`src/rtl/irq_arbiter_10.sv`:
```
// 10-source interrupt request controller: qualifies, latches, masks and prioritises requests for the core.
// Optional build macro IRQ_ROUND_ROBIN_EN selects round-robin arbitration instead of fixed priority.
module irq_arbiter_10 #(
  parameter logic [9:0] BubblesMask = 10'h000,
  parameter logic [9:0] EdgeMask    = 10'h000
) (
  input  logic       Clock,
  input  logic       Reset,
  input  logic [9:0] Irq_In,
  input  logic [9:0] Mask_In,
  input  logic       Ack,
  input  logic       Eret,
  output logic       Irq_Req,
  output logic [3:0] Irq_Id,
  output logic       In_Service,
  output logic [9:0] Pending,
  output logic       Any_Pending
);

  typedef enum logic [1:0] {IDLE, REQ, SERVICE} state_t;

  state_t     state_q, state_d;
  logic [9:0] active_w, prev_q, rise_w, clr_w, eligible_w;
  logic [9:0] pend_q, pend_d;
  logic [3:0] id_q, id_d, winner_w;
  logic       grant_w;

  always_comb begin
    active_w   = Irq_In ^ BubblesMask;
    rise_w     = active_w & ~prev_q;
    eligible_w = pend_q & Mask_In;
    grant_w    = (state_q == REQ) && Ack;
  end

  // Only the granted edge source is cleared; a new rise in the same cycle still sets it.
  always_comb begin
    clr_w = '0;
    for (int i = 0; i < 10; i++) begin
      clr_w[i] = grant_w && (id_q == 4'(i)) && EdgeMask[i];
    end
    pend_d = (EdgeMask & (rise_w | (pend_q & ~clr_w))) | (~EdgeMask & active_w);
  end

`ifdef IRQ_ROUND_ROBIN_EN
  logic [3:0] ptr_q;

  // Search starts just after the last granted source and wraps 9 -> 0.
  always_comb begin
    int   idx;
    logic found;
    winner_w = '0;
    found    = 1'b0;
    idx      = 0;
    for (int k = 1; k <= 10; k++) begin
      idx = (int'(ptr_q) + k) % 10;
      if (!found && eligible_w[idx]) begin
        winner_w = 4'(idx);
        found    = 1'b1;
      end
    end
  end

  always_ff @(posedge Clock or posedge Reset) begin
    if (Reset) begin
      ptr_q <= 4'd9;
    end else if (grant_w) begin
      ptr_q <= id_q;
    end
  end
`else
  always_comb begin
    winner_w = '0;
    for (int i = 9; i >= 0; i--) begin
      if (eligible_w[i]) begin
        winner_w = 4'(i);
      end
    end
  end
`endif

  always_comb begin
    state_d = state_q;
    id_d    = id_q;
    case (state_q)
      IDLE: begin
        if (Any_Pending) begin
          state_d = REQ;
          id_d    = winner_w;
        end
      end
      REQ: begin
        if (Ack) begin
          state_d = SERVICE;
        end
      end
      SERVICE: begin
        if (Eret) begin
          state_d = IDLE;
        end
      end
      default: state_d = IDLE;
    endcase
  end

  // prev_q resets low so a source already active at reset release counts as a rise.
  always_ff @(posedge Clock or posedge Reset) begin
    if (Reset) begin
      state_q <= IDLE;
      prev_q  <= '0;
      pend_q  <= '0;
      id_q    <= '0;
    end else begin
      state_q <= state_d;
      prev_q  <= active_w;
      pend_q  <= pend_d;
      id_q    <= id_d;
    end
  end

  assign Irq_Req     = (state_q == REQ);
  assign In_Service  = (state_q == SERVICE);
  assign Irq_Id      = id_q;
  assign Pending     = pend_q;
  assign Any_Pending = |(pend_q & Mask_In);

endmodule

```
`config.mk`:
```
export PLATFORM = sky130hd
export DESIGN_NAME = irq_arbiter_10
export DESIGN_NICKNAME = d
export VERILOG_FILES = /design/src/rtl/irq_arbiter_10.sv
export SDC_FILE = /design/constraint.sdc
export NUM_CORES = 1
export LEC_CHECK = 0
export CAP_MARGIN = 30
export CORE_MARGIN = 1.5
export CORE_UTILIZATION = 32
export DETAILED_ROUTE_END_ITERATION = 10
export GPL_TIMING_DRIVEN = 0
export PLACE_DENSITY = 0.74
export REMOVE_ABC_BUFFERS = 1
export SETUP_SLACK_MARGIN = 0.1
export SLEW_MARGIN = 10
export SYNTH_ARGS = -nofsm -noshare
export SYNTH_HDL_FRONTEND = slang
export SYNTH_SLANG_ARGS = --single-unit
```
`constraint.sdc`:
```
create_clock -name Clock -period 1.33 [get_ports Clock]
set_input_delay 0.1995 -clock Clock [delete_from_list [all_inputs] [get_ports Clock]]
set_output_delay 0.1995 -clock Clock [all_outputs]
set_load 0.02 [all_outputs]
```
# --- Word level (Yosys, flattened, before mapping) ---
# Cells that the tools add are included.
totals:
  register_bits: 16
  inputBits: 24
  out_inout_bits: 17
  elab_cells: 27
op_classes:
  n_eq_ne: 5
  muxes: 14
  bitwise: 1
  reduce_logical: 4
op_table:
  columns: ["op", "count"]
  rows:
  - ["$mux W4", 10]
  - ["$and A10 B10 Y10", 1]
  - ["$reduce_or A10 Y1", 1]
  - ["$mux W2", 3]
  - ["$ne A2 B2 Y1 const B", 3]
  - ["$pmux W2 S3", 1]
  - ["$reduce_and A3 Y1", 1]
  - ["$eq A2 B1 Y1 const B", 1]
  - ["$eq A2 B2 Y1 const B", 1]
  - ["$logic_not A2 Y1", 1]
  - ["$reduce_and A2 Y1", 1]

# --- Longest topological paths before layout ---
# Gate-level depths: netlist of the first run.
depth:
  depth_word: 11
  ltp_mapped: 5
  depth_no_buf: 5

# --- Worst setup path after synthesis of the first run ---
# OpenSTA, ideal clock, no wires.
synth_timing:
  kind: "reg2reg"
  startpoint: "reg pend_q[3] (netlist: Pending[3])"
  endpoint: "reg id_q[0] (netlist: Irq_Id[0])"
  setup_ns: 0.125
  t_arrival_ns: 1.444
  required_ns: 1.205
  path_slack_ns: -0.239
  stages_incl_launch_ff: 6
  n_path_buf: 0
  synth_period_minus_slack_ns: 1.569
  path_cell_list: "dfrtp_1 -> a22oi_2 -> nand3_2 -> nor2_2 -> a311o_4 -> mux2_4"
synth_via:
  elab_chain_cells: 5
  elab_cells_between_ends: 7
  cone_classes: "mux: 4; bitwise: 1; reduce/logical: 2"
synth_lines:
  columns: ["element", "line", "rtl"]
  rows:
  - ["start: declaration", "24", "logic [9:0] pend_q, pend_d;"]
  - ["start signal: assignment", "115", "pend_q <= pend_d;"]
  - ["$and A10 B10 Y10 *", "31, 124", null]
  - ["$mux W4 (4 in series)", "74", "if (eligible_w[i]) begin"]
  - ["end signal: assignment", "116", "id_q <= id_d;"]
  - ["end: declaration", "25", "logic [3:0] id_q, id_d, winner_w;"]
# Every way passes the cells marked *; elsewhere a longest branch is shown, timed or not.
# A chain may end at the register's enable or synchronous reset.

# --- Worst setup path after layout of the first run ---
layout_timing:
  startpoint: "reg pend_q[6] (netlist: Pending[6])"
  endpoint: "out Any_Pending"
layout_via:
  elab_chain_cells: 2
layout_lines:
  columns: ["element", "line", "rtl"]
  rows:
  - ["$and A10 B10 Y10", "124", "assign Any_Pending = |(pend_q & Mask_In);"]
  - ["$reduce_or A10 Y1", "124", null]
  - ["end: declaration", "17", "output logic Any_Pending"]
# No other way between the ends.

==> impl_metrics.xml, run 1 <==
<?xml version="1.0" encoding="UTF-8"?>
<metrics>
  <group name="drt">
    <metric name="postRouteWirelength" unit="microns">1720</metric>
    <metric name="vias" unit="">635</metric>
    <metric name="routed_via_density" unit="">4.74</metric>
    <metric name="detail_route.first_pass.iterations" unit="">4</metric>
    <metric name="initialDrtViolationCount" unit="">7</metric>
    <metric name="postRouteAntennaNets" unit="">0</metric>
    <metric name="drc" unit="">0</metric>
    <metric name="route.detailed.wl_per_inst" unit="microns">12.8</metric>
  </group>
  <group name="logic_synthesis">
    <metric name="area_share_of_the_leading_cell_type_in_the_synthesized_netlist" unit="">0.602</metric>
    <metric name="synthTopCellsByCount" unit="">sky130_fd_sc_hd__dfrtp_1, sky130_fd_sc_hd__nand2_1, sky130_fd_sc_hd__inv_1</metric>
    <metric name="dominantRegCellSynth" unit="">sky130_fd_sc_hd__dfrtp_1</metric>
    <metric name="netlist_instances" unit="">54</metric>
    <metric name="ys_async_sr_fraction" unit="">1.00</metric>
    <metric name="cell_types_with_the_largest_area_share_after_synthesis" unit="">sky130_fd_sc_hd__dfrtp_1, sky130_fd_sc_hd__mux2_4, sky130_fd_sc_hd__a22oi_2</metric>
    <metric name="synth_warnings" unit="">0</metric>
    <metric name="synth_sequential_area_ratio" unit="">0.602</metric>
    <metric name="synth_edf_count" unit="">0</metric>
    <metric name="synth_top_cell_by_area" unit="">sky130_fd_sc_hd__dfrtp_1</metric>
    <metric name="yosysUniqueCellTypes" unit="">20</metric>
    <metric name="syn-mean-instance-area" unit="sq um">12.3</metric>
    <metric name="most_repeated_cell_in_the_gate_level_netlist_after_synthesis" unit="">sky130_fd_sc_hd__dfrtp_1</metric>
    <metric name="synth.cell_area" unit="sq um">666</metric>
    <metric name="ys_seq_elements" unit="">16</metric>
  </group>
  <group name="critical_path">
    <metric name="cp_data_required_time" unit="ns">1.13</metric>
    <metric name="critPathCaptureType" unit="">output pin</metric>
    <metric name="worst-path-max-fanout" unit="">3</metric>
    <metric name="critical_path_arrival" unit="ns">1.38</metric>
    <metric name="setup.reg_to_reg.worst_slack" unit="ns">-0.21</metric>
    <metric name="setup.worst_path.class" unit="">reg2out</metric>
    <metric name="cp-start-kind" unit="">flop</metric>
  </group>
  <group name="floorplanning">
    <metric name="io_pins" unit="">41</metric>
    <metric name="floorplan.initialDensity" unit="">0.339</metric>
    <metric name="die_area" unit="sq um">2360</metric>
    <metric name="die_height" unit="microns">48.6</metric>
    <metric name="floorplan.rows" unit="">16</metric>
    <metric name="die_w" unit="microns">48.6</metric>
    <metric name="core_area" unit="sq um">1960</metric>
  </group>
  <group name="sta">
    <metric name="timing.fmax" unit="GHz">0.635</metric>
    <metric name="fin_crit" unit="ns">1.57</metric>
    <metric name="fin_max_slew_vios" unit="">0</metric>
    <metric name="final_min_period_over_clock_period" unit="">1.18</metric>
    <metric name="rsz0062_at_grt" unit="">yes</metric>
    <metric name="worst_pin_slew" unit="ns">0.585</metric>
    <metric name="relative_max_transition_margin" unit="">0.610</metric>
    <metric name="final_hold_viol_count" unit="">0</metric>
    <metric name="clock_skew" unit="ns">0.00141</metric>
    <metric name="final-setup-viol-count" unit="">6</metric>
    <metric name="worst_slack" unit="ns">-0.245</metric>
  </group>
  <group name="clock_tree">
    <metric name="clockRootBuffer" unit="">sky130_fd_sc_hd__clkbuf_4</metric>
    <metric name="cts_max_level" unit="">1</metric>
    <metric name="cts_tree" unit="">done</metric>
    <metric name="clkLatencyLatePin" unit="ns">0.28</metric>
    <metric name="numCtsBuffers" unit="">3</metric>
    <metric name="clock_path_buffers" unit="">2</metric>
    <metric name="cts.sink_count" unit="">16</metric>
    <metric name="cts.clk_slew.worst_paths" unit="ns">0.09</metric>
  </group>
  <group name="final_layout">
    <metric name="fillerInstances" unit="">184</metric>
    <metric name="area_growth_from_synthesis_to_layout" unit="%">81.2</metric>
    <metric name="post_route_cells_drive_above_1_share" unit="">0.364</metric>
    <metric name="utilization" unit="">0.615</metric>
    <metric name="fin_nets" unit="">132</metric>
    <metric name="antenna_cells_inserted" unit="">0</metric>
  </group>
  <group name="power">
    <metric name="power_leakage" unit="uW">0.000563</metric>
    <metric name="p_int" unit="uW">1250</metric>
    <metric name="part_of_the_total_power_dissipated_in_combinational_logic" unit="">0.464</metric>
    <metric name="total_power_after_layout" unit="uW">1860</metric>
    <metric name="switching_portion_of_total_power" unit="">0.329</metric>
    <metric name="power_switching" unit="uW">611</metric>
    <metric name="power_frac_clock" unit="">0.167</metric>
    <metric name="seq_power_share" unit="">0.369</metric>
    <metric name="vdd.ir_drop.worst" unit="mV">1.01</metric>
    <metric name="powerDensity" unit="nW/um^2">1540</metric>
  </group>
  <group name="placement">
    <metric name="numPortBuffers" unit="">40</metric>
    <metric name="gp_congestion" unit="">0.714</metric>
  </group>
  <group name="global_route">
    <metric name="grt_max_degree" unit="">17</metric>
    <metric name="gr-total-overflow" unit="">0</metric>
    <metric name="number_of_global_route_vias_before_repair" unit="">678</metric>
    <metric name="grt_antenna_before_repair" unit="">0</metric>
    <metric name="first_pass_grt_wire_length" unit="microns">2940</metric>
    <metric name="global_route.usage.total" unit="">0.162</metric>
  </group>
  <group name="outcome">
    <metric name="failed_checks" unit="">setup timing</metric>
    <metric name="status" unit="">complete, but fails checks</metric>
  </group>
  <group name="run">
    <metric name="drv_cap" unit="">0</metric>
  </group>
  <group name="hold_path">
    <metric name="worstHoldPathType" unit="">in2async</metric>
  </group>
</metrics>
==> power by group through the flow <==
| stage | registers, uW | logic [uW] | clock network (uW) |
|---|---|---|---|
| detailed placement | 677 | 726 | 0 |
| global placement | 673 | 719 | 0 |
| finish | 686 | 863 | 310 |
| floorplan | 757 | 321 | 0 |
| CTS | 662 | 798 | 321 |
| global route | 701 | 915 | 344 |
==> sequential cells by signal (all words and copies together), names as in the netlist <==
signal,cells
state_q,2
Irq_Id,4
Pending,10
==> path summary, 6_finish.rpt <==
check,start,end,cells past startpoint
worst max register to register,Pending[6]$_DFF_PP0_,Irq_Id[2]$_DFFE_PP0P_,5
worst min-delay path,Reset,state_q[1]$_DFFE_PP0P_,2
worst min register to register,Irq_Id[0]$_DFFE_PP0P_,Irq_Id[0]$_DFFE_PP0P_,1
max in group asynchronous,Reset,state_q[0]$_DFFE_PP0P_,2
worst max-delay path,Pending[6]$_DFF_PP0_,Any_Pending,5
min in group Clock,Irq_In[8],Pending[8]$_DFF_PP0_,1
==> area by class of cell <==
| class | instances | area (sq um) | area share |
|---|---|---|---|
| inverters | 4 | 15.0 | 0.0124 |
| well taps | 27 | 33.8 | 0.0280 |
| repair buffers | 49 | 437 | 0.362 |
| multi-input cells | 34 | 283 | 0.234 |
| flip-flops and latches | 16 | 402 | 0.333 |
| clock buffers | 4 | 36.3 | 0.0301 |
==> stage by stage <==
stage	hold slack (ns)	TNS [ns]	setup WS [ns]	std cells	instance area (sq um)
floorplan	0.113	-0.736	-0.239	54	666
finish	0.280	-0.981	-0.245	134	1210
CTS	0.298	-1.18	-0.281	132	1190
global placement	0.496	-2.63	-0.620	121	1100
global route	0.337	-1.52	-0.354	134	1210
detailed placement	0.494	-2.93	-0.669	121	1100
==> routing by layer <==
layer | up-vias | part of all wire | track usage
li1 | 298 | - | -
met2 | 29 | 0.53 | 0.297
met1 | 304 | 0.40 | 0.182
met4 | 0 | 0.015 | 0.0714
met3 | 4 | 0.060 | 0.0309
met5 | - | 0 | 0
==> timing repair <==
action / CTS / global route
gates resized for setup: 47 / 17
hold buffers: 0 / 0
hold endpoints to repair: 0 / 0
buffers inserted: 7 / 2
pin swaps: 3 / 4
endpoints found under the setup margin: 22 / 18
==> cell usage in the layout (no fill, tap or decap), types with 2 or more instances in the layout <==
| cell | instances |
|---|---|
| sky130_fd_sc_hd__buf_4 | 8 |
| sky130_fd_sc_hd__a21oi_1 | 2 |
| sky130_fd_sc_hd__clkdlybuf4s15_1 | 5 |
| sky130_fd_sc_hd__buf_2 | 2 |
| sky130_fd_sc_hd__inv_1 | 3 |
| sky130_fd_sc_hd__clkdlybuf4s50_1 | 22 |
| sky130_fd_sc_hd__mux2_4 | 3 |
| sky130_fd_sc_hd__buf_6 | 4 |
| sky130_fd_sc_hd__clkbuf_2 | 5 |
| sky130_fd_sc_hd__nand3_2 | 2 |
| sky130_fd_sc_hd__dlygate4sd2_1 | 3 |
| sky130_fd_sc_hd__nand2_1 | 10 |
| sky130_fd_sc_hd__clkbuf_4 | 3 |
| sky130_fd_sc_hd__dfrtp_1 | 15 |
| sky130_fd_sc_hd__a22oi_2 | 3 |
==> worst max-delay path, stage by stage, from the launching register on <==
cell                      delay (ns)
sky130_fd_sc_hd__dfrtp_1        0.42
sky130_fd_sc_hd__a22oi_2        0.19
sky130_fd_sc_hd__nand2_1        0.11
sky130_fd_sc_hd__nor2_4         0.16
sky130_fd_sc_hd__nand3_2        0.08
sky130_fd_sc_hd__buf_6          0.14
==> cell families (layout without fill, tap and decap cells) <==
logic type / count (synthesis) / in the layout / share of synthesized area
AOI/OAI and AO/OA: 13 / 13 / 0.175
DFF: 16 / 16 / 0.601
and+or+nand+nor: 18 / 18 / 0.133
muxes: 3 / 3 / 0.0677
buffers and inverters: 4 / 57 / 0.0225
Power figures use the tool's default switching activity.
==> inputs of run 2 (changes only) <==
--- a/config.mk
+++ b/config.mk
@@ -7,10 +7,10 @@
 export LEC_CHECK = 0
 export CAP_MARGIN = 30
 export CORE_MARGIN = 1.5
-export CORE_UTILIZATION = 32
+export CORE_UTILIZATION = 38
 export DETAILED_ROUTE_END_ITERATION = 10
 export GPL_TIMING_DRIVEN = 0
-export PLACE_DENSITY = 0.74
+export PLACE_DENSITY = 0.82
 export REMOVE_ABC_BUFFERS = 1
 export SETUP_SLACK_MARGIN = 0.1
 export SLEW_MARGIN = 10
==> constraint.sdc (replaced) <==
create_clock -name Clock -period 1.85 [get_ports Clock]
set_input_delay 0.2775 -clock Clock [delete_from_list [all_inputs] [get_ports Clock]]
set_output_delay 0.2775 -clock Clock [all_outputs]
set_load 0.02 [all_outputs]
==> run 2 against run 1 <==
  * The flow now finishes without violations
  * Clock power down 45%
  * Via count decreased by 6.3%
  * Global-route usage rose by 0.85 points
  * Worst setup slack better by 0.42 ns
  * First-iteration DRC count grew 29%
  * Cell area down 4.1%
  * Critical endpoint unchanged
  * Largest cell class unchanged
==> impl_metrics.xml, run 2 (synthesized netlist as in run 1, its figures left out) <==
<?xml version="1.0" encoding="UTF-8"?>
<metrics>
  <group name="power">
    <metric name="power_switching" unit="uW">379</metric>
    <metric name="switching_portion_of_total_power" unit="">0.324</metric>
    <metric name="part_of_the_total_power_dissipated_in_combinational_logic" unit="">0.446</metric>
    <metric name="seq_power_share" unit="">0.408</metric>
    <metric name="power_leakage" unit="uW">0.000532</metric>
    <metric name="powerDensity" unit="nW/um^2">1010</metric>
    <metric name="p_int" unit="uW">791</metric>
    <metric name="power_frac_clock" unit="">0.147</metric>
    <metric name="vdd.ir_drop.worst" unit="mV">0.759</metric>
    <metric name="total_power_after_layout" unit="uW">1170</metric>
  </group>
  <group name="drt">
    <metric name="route.detailed.wl_per_inst" unit="microns">12.9</metric>
    <metric name="postRouteAntennaNets" unit="">0</metric>
    <metric name="detail_route.first_pass.iterations" unit="">4</metric>
    <metric name="routed_via_density" unit="">5.00</metric>
    <metric name="vias" unit="">595</metric>
    <metric name="drc" unit="">0</metric>
    <metric name="postRouteWirelength" unit="microns">1540</metric>
    <metric name="initialDrtViolationCount" unit="">9</metric>
  </group>
  <group name="placement">
    <metric name="post-place-ws" unit="ns">-0.290</metric>
    <metric name="placed_cells_incl_taps" unit="">110</metric>
    <metric name="numPortBuffers" unit="">40</metric>
    <metric name="gp_congestion" unit="">0.725</metric>
    <metric name="detailed_place_hpwl" unit="microns">1220</metric>
  </group>
  <group name="critical_path">
    <metric name="worst-path-max-fanout" unit="">2</metric>
    <metric name="worst_r2r_startpoint" unit="">Pending[3]$_DFF_PP0_</metric>
    <metric name="cp_data_required_time" unit="ns">1.57</metric>
    <metric name="rr_worst_depth" unit="">6</metric>
    <metric name="timing.critical_path.cells" unit="">clkdlybuf4s50_1 &gt; a22oi_2 &gt; nand2_1 &gt; nor2_4 &gt; nand3_1 &gt; buf_4</metric>
    <metric name="max_stage_delay_on_crit_path" unit="ns">0.44</metric>
    <metric name="cp-start-kind" unit="">input port</metric>
    <metric name="crit_slowest_cell" unit="">sky130_fd_sc_hd__clkdlybuf4s50_1</metric>
    <metric name="setup.worst_path.class" unit="">in2out</metric>
    <metric name="critPathCaptureType" unit="">output pin</metric>
    <metric name="critical_path_arrival" unit="ns">1.40</metric>
    <metric name="worst_setup_path_startpoint" unit="">Mask_In[6]</metric>
  </group>
  <group name="sta">
    <metric name="clock_skew" unit="ns">0.00795</metric>
    <metric name="fin_max_slew_vios" unit="">0</metric>
    <metric name="rsz0062_at_grt" unit="">no</metric>
    <metric name="fin_crit" unit="ns">1.68</metric>
    <metric name="final_min_period_over_clock_period" unit="">0.906</metric>
    <metric name="final-setup-viol-count" unit="">0</metric>
    <metric name="relative_max_transition_margin" unit="">0.619</metric>
    <metric name="final_hold_viol_count" unit="">0</metric>
    <metric name="worst_pin_slew" unit="ns">0.571</metric>
    <metric name="timing.fmax" unit="GHz">0.597</metric>
    <metric name="worst_slack" unit="ns">0.174</metric>
  </group>
  <group name="clock_tree">
    <metric name="cts.clk_slew.worst_paths" unit="ns">0.09</metric>
    <metric name="cts_tree" unit="">done</metric>
    <metric name="clockRootBuffer" unit="">sky130_fd_sc_hd__clkbuf_4</metric>
    <metric name="numCtsBuffers" unit="">3</metric>
    <metric name="cts_max_level" unit="">1</metric>
    <metric name="clock_path_buffers" unit="">2</metric>
    <metric name="cts_hold_buf" unit="">0</metric>
    <metric name="cts.sink_count" unit="">16</metric>
    <metric name="clkLatencyLatePin" unit="ns">0.28</metric>
  </group>
  <group name="final_layout">
    <metric name="multi_input_comb_area" unit="sq um">255</metric>
    <metric name="layout_commonest_cell" unit="">sky130_fd_sc_hd__clkdlybuf4s50_1</metric>
    <metric name="fin_nets" unit="">129</metric>
    <metric name="mostFrequentLayoutCells" unit="">sky130_fd_sc_hd__clkdlybuf4s50_1, sky130_fd_sc_hd__dfrtp_1, sky130_fd_sc_hd__nand2_1</metric>
    <metric name="antenna_cells_inserted" unit="">0</metric>
    <metric name="non_filler_instance_count_after_layout" unit="">119</metric>
    <metric name="fillerInstances" unit="">108</metric>
    <metric name="post_route_cells_drive_above_1_share" unit="">0.184</metric>
    <metric name="area_growth_from_synthesis_to_layout" unit="%">73.7</metric>
    <metric name="sequential_cell_area" unit="sq um">400</metric>
    <metric name="largest_register_ffs" unit="">10</metric>
  </group>
  <group name="floorplanning">
    <metric name="core_area" unit="sq um">1580</metric>
    <metric name="io_pins" unit="">41</metric>
    <metric name="floorplan.initialDensity" unit="">0.422</metric>
    <metric name="floorplan.rows" unit="">14</metric>
    <metric name="die_height" unit="microns">44.9</metric>
    <metric name="die_w" unit="microns">44.9</metric>
    <metric name="die_area" unit="sq um">2010</metric>
  </group>
  <group name="global_route">
    <metric name="number_of_global_route_vias_before_repair" unit="">599</metric>
    <metric name="first_pass_grt_wire_length" unit="microns">2530</metric>
    <metric name="gr-total-overflow" unit="">0</metric>
    <metric name="global_route.usage.total" unit="">0.171</metric>
    <metric name="grt_max_degree" unit="">17</metric>
    <metric name="grt_antenna_before_repair" unit="">0</metric>
  </group>
  <group name="hold_path">
    <metric name="worstHoldPathType" unit="">in2async</metric>
  </group>
  <group name="outcome">
    <metric name="status" unit="">finished, final reports clean</metric>
  </group>
  <group name="run">
    <metric name="drv_cap" unit="">0</metric>
  </group>
</metrics>
## run 2: repair_timing
item                                    CTS  global route
pin swaps                                 0             5
endpoints found under the setup margin    3             1
gates resized for setup                   6             3
buffers inserted                          0             6
## run 2: layout make-up
type | instances | area share
clock buffers | 3 | 0.0195
repair buffers | 46 | 0.383
flip-flops and latches | 16 | 0.346
well taps | 16 | 0.0173
inverters | 4 | 0.0130
multi-input cells | 34 | 0.221
## run 2: critical path, delay by kind of cell
kind            cells  cell delay (ns)
compound gates      1             0.22
simple gates        3             0.29
buf+inv             2             0.61
## run 2: per-stage QoR
step | TNS [ns] | util | cell area (sq um) | hold slack, ns
final | 0 | 0.733 | 1160 | 0.373
after CTS | 0 | 0.706 | 1110 | 0.404
after global routing | 0 | 0.733 | 1160 | 0.429
after detailed placement | -0.436 | 0.689 | 1090 | 0.497
after floorplan | 0 | - | 666 | 0.191
after global placement | -0.268 | 0.689 | 1090 | 0.497
## run 2: worst paths after layout
kind	end	slack [ns]
hold reg to reg	Irq_Id[2]$_DFFE_PP0P_	0.52
setup reg to reg	Irq_Id[2]$_DFFE_PP0P_	0.23
max in group asynchronous	Pending[2]$_DFF_PP0_	1.10
hold / removal	state_q[1]$_DFFE_PP0P_	0.37
setup / recovery	Any_Pending	0.17
min in group Clock	Pending[5]$_DFF_PP0_	0.44
## run 2: layer usage
metal,vias up,share of wire,routed length (microns),track usage
met3,2,0.070,108,0.0480
met5,-,0,0,0
li1,291,-,-,-
met1,273,0.40,614,0.204
met2,29,0.52,797,0.296
met4,0,0.014,21,0.0588
## run 2: power by group through the flow
stage / combinational, uW / sequential (uW) / clock, uW
2_1_floorplan: 231 / 545 / 0
3_3_place_gp: 516 / 485 / 0
3_5_place_dp: 524 / 485 / 0
4_1_cts: 512 / 477 / 181
5_1_grt: 556 / 484 / 199
6_report: 521 / 477 / 172
==> inputs of run 3 (changes only) <==
--- a/config.mk
+++ b/config.mk
@@ -7,10 +7,10 @@
 export LEC_CHECK = 0
 export CAP_MARGIN = 30
 export CORE_MARGIN = 1.5
-export CORE_UTILIZATION = 38
+export CORE_UTILIZATION = 35
 export DETAILED_ROUTE_END_ITERATION = 10
 export GPL_TIMING_DRIVEN = 0
-export PLACE_DENSITY = 0.82
+export PLACE_DENSITY = 0.77
 export REMOVE_ABC_BUFFERS = 1
 export SETUP_SLACK_MARGIN = 0.1
 export SLEW_MARGIN = 10
==> constraint.sdc (replaced) <==
create_clock -name Clock -period 1.62 [get_ports Clock]
set_input_delay 0.243 -clock Clock [delete_from_list [all_inputs] [get_ports Clock]]
set_output_delay 0.243 -clock Clock [all_outputs]
set_load 0.02 [all_outputs]
==> run 3 against run 2 <==
  * The run now ends with setup timing left
  * Register-to-register slack lost 0.16 ns
  * Die area grew 8.0%
  * Critical path depth is the same
  * Via count grew 1.7%
  * Global-route usage shrank 1.4 points
  * First-iteration DRC count is the same
  * Count of clock-buffer cells in the layout grew 1
  * Clock skew shrank 0.0066 ns
  * Sequential power grew 14%
==> impl_metrics.xml, run 3 (synthesized netlist as in run 1, its figures left out) <==
<?xml version="1.0" encoding="UTF-8"?>
<metrics>
  <group name="outcome">
    <metric name="status" unit="">complete, but fails checks</metric>
    <metric name="failed_checks" unit="">setup timing</metric>
  </group>
  <group name="final_layout">
    <metric name="fin_nets" unit="">128</metric>
    <metric name="non_filler_instance_count_after_layout" unit="">128</metric>
    <metric name="post_route_cells_drive_above_1_share" unit="">0.223</metric>
    <metric name="largest_register_ffs" unit="">10</metric>
    <metric name="antenna_cells_inserted" unit="">0</metric>
    <metric name="area_growth_from_synthesis_to_layout" unit="%">77.1</metric>
    <metric name="layout_commonest_cell" unit="">sky130_fd_sc_hd__clkdlybuf4s50_1</metric>
    <metric name="mostFrequentLayoutCells" unit="">sky130_fd_sc_hd__clkdlybuf4s50_1, sky130_fd_sc_hd__dfrtp_1, sky130_fd_sc_hd__nand2_1, sky130_fd_sc_hd__dlygate4sd2_1, sky130_fd_sc_hd__dlymetal6s2s_1</metric>
    <metric name="fillerInstances" unit="">156</metric>
  </group>
  <group name="power">
    <metric name="power_leakage" unit="uW">0.000604</metric>
    <metric name="p_int" unit="uW">943</metric>
    <metric name="vdd.ir_drop.worst" unit="mV">0.922</metric>
    <metric name="power_frac_clock" unit="">0.188</metric>
    <metric name="power_switching" unit="uW">455</metric>
    <metric name="powerDensity" unit="nW/um^2">1190</metric>
    <metric name="part_of_the_total_power_dissipated_in_combinational_logic" unit="">0.425</metric>
    <metric name="seq_power_share" unit="">0.388</metric>
    <metric name="switching_portion_of_total_power" unit="">0.325</metric>
  </group>
  <group name="drt">
    <metric name="vias" unit="">605</metric>
    <metric name="drc" unit="">0</metric>
    <metric name="routed_via_density" unit="">4.73</metric>
    <metric name="postRouteWirelength" unit="microns">1550</metric>
    <metric name="route.detailed.wl_per_inst" unit="microns">12.1</metric>
    <metric name="initialDrtViolationCount" unit="">9</metric>
    <metric name="postRouteAntennaNets" unit="">0</metric>
    <metric name="detail_route.first_pass.iterations" unit="">4</metric>
  </group>
  <group name="critical_path">
    <metric name="setup.worst_path.class" unit="">in2out</metric>
    <metric name="rr_worst_depth" unit="">5</metric>
    <metric name="worst-path-max-fanout" unit="">3</metric>
    <metric name="timing.critical_path.cells" unit="">clkdlybuf4s50_1 &gt; a22oi_2 &gt; nand2_2 &gt; nor2_4 &gt; nand3_2 &gt; buf_6</metric>
    <metric name="worst_r2r_startpoint" unit="">Pending[6]$_DFF_PP0_</metric>
    <metric name="max_stage_delay_on_crit_path" unit="ns">0.44</metric>
    <metric name="cp-start-kind" unit="">input port</metric>
    <metric name="cp_top_family" unit="">buffers and inverters</metric>
    <metric name="critical_path_arrival" unit="ns">1.41</metric>
    <metric name="worst-path-buf-inv" unit="">2</metric>
    <metric name="cp_data_required_time" unit="ns">1.38</metric>
    <metric name="crit_slowest_cell" unit="">sky130_fd_sc_hd__clkdlybuf4s50_1</metric>
    <metric name="cp.depth" unit="">6</metric>
    <metric name="critPathCaptureType" unit="">output pin</metric>
    <metric name="worst_setup_path_startpoint" unit="">Mask_In[6]</metric>
  </group>
  <group name="sta">
    <metric name="relative_max_transition_margin" unit="">0.619</metric>
    <metric name="timing.setup.tns" unit="ns">-0.0280</metric>
    <metric name="fin_hold_ws" unit="ns">0.329</metric>
    <metric name="final_min_period_over_clock_period" unit="">1.02</metric>
    <metric name="timing.fmax" unit="GHz">0.607</metric>
    <metric name="final-setup-viol-count" unit="">1</metric>
    <metric name="final_hold_viol_count" unit="">0</metric>
    <metric name="clock_skew" unit="ns">0.00132</metric>
    <metric name="worst_pin_slew" unit="ns">0.571</metric>
    <metric name="rsz0062_at_grt" unit="">yes</metric>
    <metric name="fin_max_slew_vios" unit="">0</metric>
    <metric name="worst_slack" unit="ns">-0.0280</metric>
    <metric name="fin_crit" unit="ns">1.65</metric>
  </group>
  <group name="clock_tree">
    <metric name="cts.sink_count" unit="">16</metric>
    <metric name="clockRootBuffer" unit="">sky130_fd_sc_hd__clkbuf_4</metric>
    <metric name="clock_path_buffers" unit="">2</metric>
    <metric name="cts_max_level" unit="">1</metric>
    <metric name="numCtsBuffers" unit="">3</metric>
    <metric name="cts_tree" unit="">done</metric>
    <metric name="clkLatencyLatePin" unit="ns">0.29</metric>
    <metric name="cts.clk_slew.worst_paths" unit="ns">0.09</metric>
  </group>
  <group name="placement">
    <metric name="gp_congestion" unit="">0.725</metric>
    <metric name="placed_cells_incl_taps" unit="">119</metric>
    <metric name="numPortBuffers" unit="">40</metric>
    <metric name="detailed_place_hpwl" unit="microns">1160</metric>
  </group>
  <group name="hold_path">
    <metric name="worstHoldPathType" unit="">in2async</metric>
  </group>
  <group name="floorplanning">
    <metric name="die_area" unit="sq um">2170</metric>
    <metric name="core_area" unit="sq um">1760</metric>
    <metric name="die_height" unit="microns">46.6</metric>
    <metric name="floorplan.rows" unit="">15</metric>
    <metric name="die_w" unit="microns">46.6</metric>
    <metric name="floorplan.initialDensity" unit="">0.377</metric>
    <metric name="io_pins" unit="">41</metric>
  </group>
  <group name="global_route">
    <metric name="number_of_global_route_vias_before_repair" unit="">589</metric>
    <metric name="first_pass_grt_wire_length" unit="microns">2350</metric>
    <metric name="grt_max_degree" unit="">17</metric>
    <metric name="grt_antenna_before_repair" unit="">0</metric>
    <metric name="gr-total-overflow" unit="">0</metric>
    <metric name="global_route.usage.total" unit="">0.157</metric>
  </group>
  <group name="run">
    <metric name="drv_cap" unit="">0</metric>
  </group>
</metrics>
==> run 3: cell types whose count changed in the layout (fill, tap and decap cells not counted), sizes merged <==
cell and delta:
dlygate4sd2 +7, clkdlybuf4s50 -14, buf -1, clkbuf +3, dlymetal6s2s +5
==> run 3: what timing repair did <==
| action | CTS | global route |
|---|---|---|
| pin swaps | 5 | 5 |
| resized for setup | 17 | 13 |
| endpoints found under the setup margin | 14 | 13 |
| setup buffers | 3 | 2 |
| hold buffers | 0 | 0 |
==> run 3: layout make-up <==
type	count	area, sq um	area share
tap	25	31.3	0.0265
multi-input combinational	34	263	0.223
inverter	4	15.0	0.0127
timing repair buffer	45	433	0.367
clock buffer	4	36.3	0.0308
sequential	16	400	0.340
==> run 3: path summary, 6_finish.rpt <==
kind,slack (ns),end
setup / recovery,-0.03,Any_Pending
hold / removal,0.33,Pending[8]$_DFF_PP0_
setup reg to reg,0.07,Irq_Id[2]$_DFFE_PP0P_
hold reg to reg,0.51,Irq_Id[2]$_DFFE_PP0P_
max in group asynchronous,0.92,Irq_Id[0]$_DFFE_PP0P_
min in group Clock,0.38,Pending[8]$_DFF_PP0_
==> run 3: per-layer routing <==
| metal | wire length [microns] | vias to the layer above | global-route usage |
|---|---|---|---|
| met4 | 33 | 0 | 0.0667 |
| met2 | 730 | 34 | 0.261 |
| met5 | 0 | - | 0 |
| met3 | 145 | 4 | 0.0510 |
| li1 | - | 294 | - |
| met1 | 645 | 273 | 0.186 |
==> run 3: worst register-to-register path: cells and delay by family, from the launching register on <==
family / cells / cell delay (ns)
flip-flops: 1 / 0.42
multiplexers: 1 / 0.30
AO/OA/AOI/OAI: 2 / 0.48
AND/OR/NAND/NOR: 2 / 0.25
==> run 3: power groups by stage <==
stage / combinational (uW) / sequential (uW) / clock [uW]
6_report: 593 / 542 / 262
5_1_grt: 634 / 555 / 291
4_1_cts: 607 / 545 / 270
3_5_place_dp: 597 / 552 / 0
3_3_place_gp: 589 / 553 / 0
2_1_floorplan: 263 / 622 / 0
==> run 3: through the flow <==
stage / util / power, uW / setup WS [ns] / instance area [sq um]
finish: 0.668 / 1400 / -0.0280 / 1180
global route: 0.668 / 1480 / -0.0929 / 1180
global placement: 0.622 / 1140 / -0.406 / 1100
detailed placement: 0.622 / 1150 / -0.427 / 1100
CTS: 0.648 / 1420 / -0.0319 / 1140
floorplan: - / 885 / 0.0510 / 666
